--- config.mk ---
export PLATFORM = sky130hd
export DESIGN_NAME = stack_rpn_seq_flat
export DESIGN_NICKNAME = d
export VERILOG_FILES = /design/src/rtl/stack_rpn_seq_if.sv /design/src/rtl/stack_rpn_seq.sv /design/src/flat_wrapper.sv
export SDC_FILE = /design/constraint.sdc
export NUM_CORES = 1
export LEC_CHECK = 0
export ABC_AREA = 1
export CORE_MARGIN = 10
export CORE_UTILIZATION = 38
export DETAILED_ROUTE_END_ITERATION = 12
export GPL_ROUTABILITY_DRIVEN = 0
export PLACE_DENSITY = 0.6
export REMOVE_ABC_BUFFERS = 1
export SLEW_MARGIN = 0
export SYNTH_ARGS = -nofsm -noshare
export SYNTH_HDL_FRONTEND = slang
export SYNTH_SLANG_ARGS = --single-unit
--- constraint.sdc ---
create_clock -name clk -period 2.3 [get_ports clk]
set_input_delay 0.23 -clock clk [delete_from_list [all_inputs] [get_ports clk]]
set_output_delay 0.23 -clock clk [all_outputs]
set_load 0.1 [all_outputs]
--- src/rtl/stack_rpn_seq_if.sv ---
// stack_rpn_seq_if: command/response handshake plus stack strobe bus of the RPN sequencer.
interface stack_rpn_seq_if #(parameter int WIDTH = 8, parameter int DEPTH = 256);
  localparam int IW = $clog2(DEPTH);
  logic             cmd_valid;
  logic             cmd_ready;
  logic [2:0]       cmd_op;
  logic [WIDTH-1:0] cmd_data;
  logic             rsp_valid;
  logic             rsp_ready;
  logic [WIDTH-1:0] rsp_data;
  logic [1:0]       rsp_err;
  logic             st_push_en;
  logic             st_pop_en;
  logic             st_peek_en;
  logic             st_poke_en;
  logic [WIDTH-1:0] st_data_in;
  logic [IW-1:0]    st_index;
  logic [WIDTH-1:0] st_data_out;
  logic             st_full;
  logic [IW:0]      st_depth;
  modport slave (
    input  cmd_valid, cmd_op, cmd_data, rsp_ready, st_data_out, st_full, st_depth,
    output cmd_ready, rsp_valid, rsp_data, rsp_err,
           st_push_en, st_pop_en, st_peek_en, st_poke_en, st_data_in, st_index
  );
  modport master (
    output cmd_valid, cmd_op, cmd_data, rsp_ready, st_data_out, st_full, st_depth,
    input  cmd_ready, rsp_valid, rsp_data, rsp_err,
           st_push_en, st_pop_en, st_peek_en, st_poke_en, st_data_in, st_index
  );
endinterface

--- src/rtl/stack_rpn_seq.sv ---
// stack_rpn_seq: expands one RPN opcode per handshake into a fixed sequence of stack
// push/pop/peek/poke strobes and returns one response with result and error code.
module stack_rpn_seq #(
  parameter int WIDTH = 8,
  parameter int DEPTH = 256
) (
  input  logic              clk,
  input  logic              rst_n,
  stack_rpn_seq_if.slave    bus
);
  localparam int IW = $clog2(DEPTH);
  typedef enum logic [2:0] {IDLE, X1, X2, X3, X4, RSP} state_t;
  typedef enum logic [2:0] {OP_PUSH, OP_POP, OP_DUP, OP_DROP, OP_SWAP, OP_ADD, OP_SUB, OP_XOR} op_t;
  state_t           state_q, state_d;
  op_t              op_q, op_d;
  logic [WIDTH-1:0] data_q, data_d, a_q, a_d, b_q, b_d, rsp_data_q, rsp_data_d, alu_r;
  logic [1:0]       rsp_err_q, rsp_err_d;
  logic             push, pop, peek, poke, under, over, is_swap;
  logic [WIDTH-1:0] din;
  logic [IW-1:0]    idx;
  logic [IW:0]      need;
  op_t              in_op;
  always_ff @(posedge clk or negedge rst_n) begin
    if (!rst_n) begin
      state_q    <= IDLE;
      op_q       <= OP_PUSH;
      data_q     <= '0;
      a_q        <= '0;
      b_q        <= '0;
      rsp_data_q <= '0;
      rsp_err_q  <= '0;
    end else begin
      state_q    <= state_d;
      op_q       <= op_d;
      data_q     <= data_d;
      a_q        <= a_d;
      b_q        <= b_d;
      rsp_data_q <= rsp_data_d;
      rsp_err_q  <= rsp_err_d;
    end
  end
  always_comb begin
    in_op   = op_t'(bus.cmd_op);
    need    = (in_op == OP_PUSH) ? (IW+1)'(0) : (in_op >= OP_SWAP) ? (IW+1)'(2) : (IW+1)'(1);
    under   = bus.st_depth < need;
    over    = (in_op == OP_PUSH || in_op == OP_DUP) && bus.st_full;
    is_swap = op_q == OP_SWAP;
    // B is the second element, A the top: R = B op A
    alu_r   = (op_q == OP_ADD) ? b_q + a_q : (op_q == OP_SUB) ? b_q - a_q : b_q ^ a_q;
  end
  always_comb begin
    state_d    = state_q;
    op_d       = op_q;
    data_d     = data_q;
    a_d        = a_q;
    b_d        = b_q;
    rsp_data_d = rsp_data_q;
    rsp_err_d  = rsp_err_q;
    push       = 1'b0;
    pop        = 1'b0;
    peek       = 1'b0;
    poke       = 1'b0;
    din        = '0;
    idx        = '0;
    case (state_q)
      IDLE: if (bus.cmd_valid) begin
        op_d       = in_op;
        data_d     = bus.cmd_data;
        rsp_data_d = '0;
        rsp_err_d  = under ? 2'b01 : over ? 2'b10 : 2'b00;
        state_d    = (under || over) ? RSP : X1;
      end
      X1: begin
        peek       = op_q != OP_PUSH && op_q != OP_DROP;
        push       = op_q == OP_PUSH;
        pop        = op_q == OP_POP || op_q == OP_DROP;
        din        = push ? data_q : '0;
        a_d        = bus.st_data_out;
        rsp_data_d = push ? data_q : (op_q == OP_POP) ? bus.st_data_out : '0;
        state_d    = (op_q == OP_PUSH || op_q == OP_POP || op_q == OP_DROP) ? RSP : X2;
      end
      X2: begin
        push       = op_q == OP_DUP;
        peek       = !push;
        din        = push ? a_q : '0;
        idx        = push ? IW'(0) : IW'(1);
        b_d        = bus.st_data_out;
        rsp_data_d = a_q;
        state_d    = push ? RSP : X3;
      end
      X3: begin
        // ALU writes R under the top and pops it in the same cycle
        poke       = 1'b1;
        pop        = !is_swap;
        idx        = is_swap ? IW'(0) : IW'(1);
        din        = is_swap ? b_q : alu_r;
        rsp_data_d = is_swap ? b_q : alu_r;
        state_d    = is_swap ? X4 : RSP;
      end
      X4: begin
        poke    = 1'b1;
        idx     = IW'(1);
        din     = a_q;
        state_d = RSP;
      end
      RSP:     state_d = bus.rsp_ready ? IDLE : RSP;
      default: state_d = IDLE;
    endcase
  end
  assign bus.cmd_ready  = state_q == IDLE;
  assign bus.rsp_valid  = state_q == RSP;
  assign bus.rsp_data   = rsp_data_q;
  assign bus.rsp_err    = rsp_err_q;
  assign bus.st_push_en = push;
  assign bus.st_pop_en  = pop;
  assign bus.st_peek_en = peek;
  assign bus.st_poke_en = poke;
  assign bus.st_data_in = din;
  assign bus.st_index   = idx;
endmodule

--- src/flat_wrapper.sv ---
// flat-port wrapper written by rule: the top's interface ports become plain ports
module stack_rpn_seq_flat 
#(
  parameter int WIDTH = 8,
  parameter int DEPTH = 256
)
  (clk, rst_n, bus_cmd_valid, bus_cmd_op, bus_cmd_data, bus_rsp_ready, bus_st_data_out, bus_st_full, bus_st_depth, bus_cmd_ready, bus_rsp_valid, bus_rsp_data, bus_rsp_err, bus_st_push_en, bus_st_pop_en, bus_st_peek_en, bus_st_poke_en, bus_st_data_in, bus_st_index);
  stack_rpn_seq_if #(.WIDTH(WIDTH), .DEPTH(DEPTH)) bus_i ();
  input  logic clk;
  input  logic rst_n;
  input wire logic [$bits(bus_i.cmd_valid)-1:0] bus_cmd_valid;
  input wire logic [$bits(bus_i.cmd_op)-1:0] bus_cmd_op;
  input wire logic [$bits(bus_i.cmd_data)-1:0] bus_cmd_data;
  input wire logic [$bits(bus_i.rsp_ready)-1:0] bus_rsp_ready;
  input wire logic [$bits(bus_i.st_data_out)-1:0] bus_st_data_out;
  input wire logic [$bits(bus_i.st_full)-1:0] bus_st_full;
  input wire logic [$bits(bus_i.st_depth)-1:0] bus_st_depth;
  output wire logic [$bits(bus_i.cmd_ready)-1:0] bus_cmd_ready;
  output wire logic [$bits(bus_i.rsp_valid)-1:0] bus_rsp_valid;
  output wire logic [$bits(bus_i.rsp_data)-1:0] bus_rsp_data;
  output wire logic [$bits(bus_i.rsp_err)-1:0] bus_rsp_err;
  output wire logic [$bits(bus_i.st_push_en)-1:0] bus_st_push_en;
  output wire logic [$bits(bus_i.st_pop_en)-1:0] bus_st_pop_en;
  output wire logic [$bits(bus_i.st_peek_en)-1:0] bus_st_peek_en;
  output wire logic [$bits(bus_i.st_poke_en)-1:0] bus_st_poke_en;
  output wire logic [$bits(bus_i.st_data_in)-1:0] bus_st_data_in;
  output wire logic [$bits(bus_i.st_index)-1:0] bus_st_index;
  assign bus_i.cmd_valid = bus_cmd_valid;
  assign bus_i.cmd_op = bus_cmd_op;
  assign bus_i.cmd_data = bus_cmd_data;
  assign bus_i.rsp_ready = bus_rsp_ready;
  assign bus_i.st_data_out = bus_st_data_out;
  assign bus_i.st_full = bus_st_full;
  assign bus_i.st_depth = bus_st_depth;
  assign bus_cmd_ready = bus_i.cmd_ready;
  assign bus_rsp_valid = bus_i.rsp_valid;
  assign bus_rsp_data = bus_i.rsp_data;
  assign bus_rsp_err = bus_i.rsp_err;
  assign bus_st_push_en = bus_i.st_push_en;
  assign bus_st_pop_en = bus_i.st_pop_en;
  assign bus_st_peek_en = bus_i.st_peek_en;
  assign bus_st_poke_en = bus_i.st_poke_en;
  assign bus_st_data_in = bus_i.st_data_in;
  assign bus_st_index = bus_i.st_index;
  stack_rpn_seq #(.WIDTH(WIDTH), .DEPTH(DEPTH)) u_core (.clk(clk), .rst_n(rst_n), .bus(bus_i));
endmodule
==> out/metrics.yaml, run 1 <==
route:
  drc: 0
  wl_um: 8840
  wl_per_cell_um: 15.4
  drt_pass1_iterations: 5
  vias_per_cell: 5.01
  initialDrtViolationCount: 168
  final_antenna_net_count: 0
  vias: 2880
sta:
  min_period_over_period_pct: 109
  rsz0062_at_grt: "true"
  maxSlewViolCount: 0
  setup_ws_ns: -0.208
  setup_viol_count_final: 7
  fin_crit_ns: 2.51
  maxSlewHeadroom_pct: 36.0
  max_clock_freq_mhz: 399
  hold_viol: 0
  fin_skew_ns: 0.00602
  worst-slew-pin-transition_ns: 0.960
worst_setup_path:
  worstSetupStartpointType: "flop"
  critical_path_required_ns: 2.07
  path_max_fanout: 3
  critPathCaptureType: "primary output"
  worstPathArrival_ns: 2.28
  worst-setup-path-type: "flop to primary output"
synthesis:
  avgSynthCellArea_um2: 7.47
  synth_edf_count: 0
  ys_ff_latch: 40
  synth_top_flop_cell: "dfrtp_1"
  syn-instance-count: 390
  synth_warnings: 0
  synth_area_leaders: "dfrtp_1 (34%), nand2_1 (16%), ha_1 (6.9%)"
  ys_seq_area_share_pct: 34.4
  synth_top_area_cell: "dfrtp_1"
  synth_cell_types: 40
  synth.cell_area_mm2: 0.00291
  yosys.area.top_type_share_pct: 34.4
  async_flop_share_pct: 100
clocking:
  clk_latency_ns: 0.30
  holdBufCountCts: 0
  cts_buffer_depth: 2
  h-tree-depth: 2
  numCtsBuffers: 5
  cts.sinks: 40
  clkSlewWorstSetupHoldPaths_ns: 0.09
  cts_tree: "built"
  cts_root_buffer: "clkbuf_8"
global_route:
  grt_max_degree: 41
  grt_usage_pct: 15.0
  grt_pass1_wl_um: 14100
  gr-total-overflow: 0
  antenna_found_initial: 0
  grt_pass1_vias: 2956
die:
  num_io_pins: 65
  dieArea_mm2: 0.0116
  num_rows: 31
  die_height_um: 108
  core-area_mm2: 0.00737
  start_util_pct: 39.5
  die-width_um: 108
cells_and_area:
  drive_above_1_share_pct: 31.5
  syn2layout_area_growth_pct: 42.5
  fin_cells: 575
  final_common_cell: "nand2_1"
  nets: 526
  layout_common_cells: "nand2_1 (108), buf_4 (42), dfrtp_1 (38), inv_1 (35), clkdlybuf4s50_1 (31)"
  fill_cells: 686
  diodes: 0
placement:
  dpl.hpwl_um: 6370
  portBuffers: 57
  placed_cells: 547
job:
  cap_violations: 0
min_path:
  hold_class: "primary input to asynchronous set/reset pin"
outcome:
  status: "complete, but fails checks"
  violations: "setup timing"
==> cell families after synthesis <==
| logic type | synth area share [%] |
|---|---|
| AOI/OAI and AO/OA | 16.3 |
| xor gates and xnor gates | 0.301 |
| adders and majority gates | 8.25 |
| buffers and inverters | 11.7 |
| DFF | 34.4 |
| other | 0.129 |
| and+or+nand+nor | 29.0 |
==> critical path, stage by stage (launching register included) <==
cell	delay, ns
dfrtp_1	0.44
ha_4	0.19
fa_2	0.38
inv_2	0.07
nand3_2	0.07
nand2_2	0.08
nand2_1	0.04
nand2_1	0.05
nand2_1	0.04
nand2_1	0.07
nand2_1	0.05
nand2_1	0.07
nand3_2	0.07
nand2_2	0.09
nand3_4	0.08
buf_12	0.17
==> what timing repair did <==
item	in CTS	in global routing
buffers inserted	14	6
endpoints found under the setup margin	7	9
gates resized for setup	37	20
pin swaps	14	13
==> state kept, by name, indices dropped and copies added (netlist names) <==
| name | flops |
|---|---|
| u_core.bus.rsp_data | 8 |
| u_core.op_q | 3 |
| u_core.state_q | 3 |
| u_core.data_q | 8 |
| u_core.a_q | 8 |
| u_core.b_q | 8 |
| u_core.bus.rsp_err | 2 |
==> layout make-up <==
cell class / count / area [um2] / area share (%)
Sequential cell: 40 / 1000 / 24.2
Inverter: 54 / 205 / 4.95
Multi-Input combinational cell: 285 / 1800 / 43.5
Clock inverter: 2 / 35.0 / 0.844
Clock buffer: 6 / 72.6 / 1.75
Timing Repair Buffer: 89 / 905 / 21.8
Tap cell: 99 / 124 / 2.99
==> final timing paths <==
| path | from | end | slack, ns | cells past startpoint |
|---|---|---|---|---|
| worst max register to register | u_core.b_q[1] | u_core.bus.rsp_data[5] | -0.03 | 16 |
| worst min-delay path | rst_n | u_core.data_q[5] | 0.07 | 1 |
| worst max-delay path | u_core.a_q[0] | bus_st_data_in[6] | -0.21 | 15 |
| worst min register to register | u_core.data_q[2] | u_core.data_q[2] | 0.48 | 2 |
| min in group clk | bus_cmd_data[2] | u_core.data_q[2] | 0.45 | 3 |
| max in group asynchronous | rst_n | u_core.a_q[1] | 1.58 | 1 |
==> per-stage QoR <==
stage / util (%) / cell area (um2) / setup WS (ns) / setup TNS [ns] / hold slack [ns]
2_1_floorplan: - / 2800 / -0.997 / -2.53 / -0.0656
3_3_place_gp: 49.7 / 3660 / 0.0845 / 0 / 0.428
3_5_place_dp: 49.7 / 3660 / 0.0427 / 0 / 0.430
4_1_cts: 54.6 / 4020 / -0.165 / -0.423 / 0.111
5_1_grt: 56.3 / 4150 / -0.355 / -1.64 / 0.137
6_report: 56.3 / 4150 / -0.208 / -0.747 / 0.0730
==> synthesized netlist by cell type, types with 3 or more instances <==
master,count
inv_2,14
o211ai_2,6
ha_1,16
a21oi_1,12
nor2_1,21
nand2_1,122
a32oi_1,5
buf_6,4
nor2_4,4
nor2_2,3
o21ai_0,22
nand3_1,18
inv_1,40
buf_4,11
dfrtp_1,40
nand2_2,4
o21ai_1,6
o21ai_2,4
o211ai_1,3
nand4_1,6
==> metal layers <==
layer | global-route usage (%) | part of all wire, % | vias up
li1 | - | - | 1420
met1 | 17.8 | 44 | 1360
met2 | 25.5 | 48 | 84
met3 | 3.71 | 6.3 | 16
met4 | 5.82 | 2.3 | 0
met5 | 0 | 0 | -
Power of run 1 is not shown: default switching activity piles up to over one toggle a cycle in this logic, so the estimate is an artifact.
==> run 2, diff against run 1 <==
- CELL_PAD_IN_SITES_DETAIL_PLACEMENT: not set -> 0
- CELL_PAD_IN_SITES_GLOBAL_PLACEMENT: not set -> 1
- CORE_UTILIZATION: 38 -> 37
- PLACE_DENSITY: 0.6 -> 0.78
==> run 2 against run 1 <==
  * The run still ends with setup timing left
  * Setup slack worse by 0.0050 ns
  * Flip-flop and latch count unchanged
  * Global-route usage grew 0.52 points
  * Non-clock buffer count rose by 4
  * Hold slack got worse by 0.032 ns
  * First-iteration DRC count decreased by 38%
  * Sequential share of layout area decreased by 0.19 points
  * Clock skew grew 0.0023 ns
  * Design area grew 0.90%
  * Via count down 0.59%
  * Critical path type unchanged
  * Largest cell class unchanged
  * Highest routed layer unchanged
==> out/metrics.yaml, run 2 (synthesized netlist as in run 1, its figures left out) <==
worst_setup_path:
  worstSetupStartpointType: "flop"
  worstPathArrival_ns: 2.28
  worst-setup-path-type: "flop to primary output"
  critical_path_required_ns: 2.07
  path_max_fanout: 2
  cp_slowest_cell: "dfrtp_1"
  critPathCaptureType: "primary output"
  slowest_delay_ns: 0.43
  crit_path_cell_trace: "ha_4 -> fa_2 -> inv_2 -> nand3_2 -> nand2_2 -> nand2_1 -> nand2_1 -> nand2_1 -> nand2_1 -> nand2_1 -> nand2_1 -> nand3_2 -> nand2_2 -> nand3_4 -> buf_12"
  path_common_cell: "nand2_1"
global_route:
  grt_max_degree: 41
  grt_pass1_wl_um: 14800
  grt_pass1_vias: 2995
  gr-total-overflow: 0
  grt_usage_pct: 15.6
  antenna_found_initial: 0
placement:
  dpl_worst_slack_ns: 0.0387
  portBuffers: 57
  dpl.hpwl_um: 6620
  placed_cells: 548
sta:
  maxSlewViolCount: 0
  max_clock_freq_mhz: 398
  setup_ws_ns: -0.213
  min_period_over_period_pct: 109
  rsz0062_at_grt: "true"
  setup_viol_count_final: 5
  hold_viol: 0
  fin_crit_ns: 2.51
  maxSlewHeadroom_pct: 40.0
  worst-slew-pin-transition_ns: 0.899
  fin_skew_ns: 0.00832
clocking:
  holdBufCountCts: 0
  clkSlewWorstSetupHoldPaths_ns: 0.09
  clk_latency_ns: 0.31
  cts_buffer_depth: 2
  cts_root_buffer: "clkbuf_8"
  cts_tree: "built"
  cts.sinks: 40
  h-tree-depth: 2
  numCtsBuffers: 5
route:
  final_antenna_net_count: 0
  wl_um: 9010
  vias: 2863
  drt_pass1_iterations: 4
  drc: 0
  wl_per_cell_um: 15.5
  vias_per_cell: 4.92
  initialDrtViolationCount: 105
die:
  dieArea_mm2: 0.0118
  die-width_um: 109
  die_height_um: 109
  core-area_mm2: 0.00769
  num_rows: 32
  start_util_pct: 37.9
  num_io_pins: 65
cells_and_area:
  drive_above_1_share_pct: 32.9
  diodes: 0
  nets: 530
  final_common_cell: "nand2_1"
  syn2layout_area_growth_pct: 43.8
  layout_common_cells: "nand2_1 (108), buf_4 (45), dfrtp_1 (37), inv_1 (34), clkdlybuf4s50_1 (31)"
  fin_cells: 582
outcome:
  status: "complete, but fails checks"
  violations: "setup timing"
min_path:
  hold_class: "primary input to asynchronous set/reset pin"
job:
  cap_violations: 0
## run 2: cell count changes in the layout (fill, tap and decap cells not counted), moves of 2 or more
cell and delta:
o21ai_2 +2, buf_4 +3, nand3_1 +2, nand3_2 -2, inv_2 +2
## run 2: stage by stage
step | setup TNS, ns | hold WS (ns) | util, % | area (um2)
4_1_cts | -0.760 | 0.0857 | 52.7 | 4050
2_1_floorplan | -2.53 | -0.0656 | - | 2800
5_1_grt | -1.84 | 0.134 | 54.5 | 4190
6_report | -0.729 | 0.0415 | 54.5 | 4190
3_5_place_dp | 0 | 0.422 | 47.5 | 3650
3_3_place_gp | 0 | 0.422 | 47.5 | 3650
## run 2: path summary, 6_finish.rpt
path / to / cells past startpoint / slack [ns] / startpoint
max: bus_st_data_in[6] / 15 / -0.21 / u_core.a_q[0]
min: u_core.bus.rsp_data[4] / 1 / 0.04 / rst_n
max reg2reg: u_core.bus.rsp_data[4] / 16 / -0.13 / u_core.a_q[0]
min reg2reg: u_core.data_q[7] / 2 / 0.48 / u_core.data_q[7]
max in group asynchronous: u_core.op_q[2] / 1 / 1.63 / rst_n
min in group clk: u_core.data_q[0] / 3 / 0.45 / bus_cmd_data[0]
## run 2: repair_timing
| action | CTS | global route |
|---|---|---|
| resized for setup | 35 | 26 |
| setup endpoints to repair | 7 | 10 |
| pin swaps | 17 | 20 |
| gates cloned | 0 | 0 |
| buffers inserted | 21 | 5 |
## run 2: metal layers
metal	share of wire, %	up-vias	global-route usage, %
met3	6.5	15	3.66
met4	1.8	0	4.52
met1	42	1334	18.6
met5	0	-	0
li1	-	1425	-
met2	49	89	27.2
## run 2: final cells by class
| type | instances | area [um2] |
|---|---|---|
| Fill cell | 752 | 3500 |
| Sequential cell | 40 | 1000 |
| Clock buffer | 5 | 68.8 |
| Clock inverter | 3 | 42.5 |
| Multi-Input combinational cell | 285 | 1800 |
| Timing Repair Buffer | 93 | 938 |
| Inverter | 54 | 203 |
| Tap cell | 102 | 128 |
## run 2: worst max-delay path, delay by kind of cell, from the launching register on
kind / cells / cell delay [ns]
DFF: 1 / 0.43
adders and majority gates: 2 / 0.56
buffers and inverters: 2 / 0.25
and+or+nand+nor: 11 / 0.74
Power of run 2 is left out for the same reason.
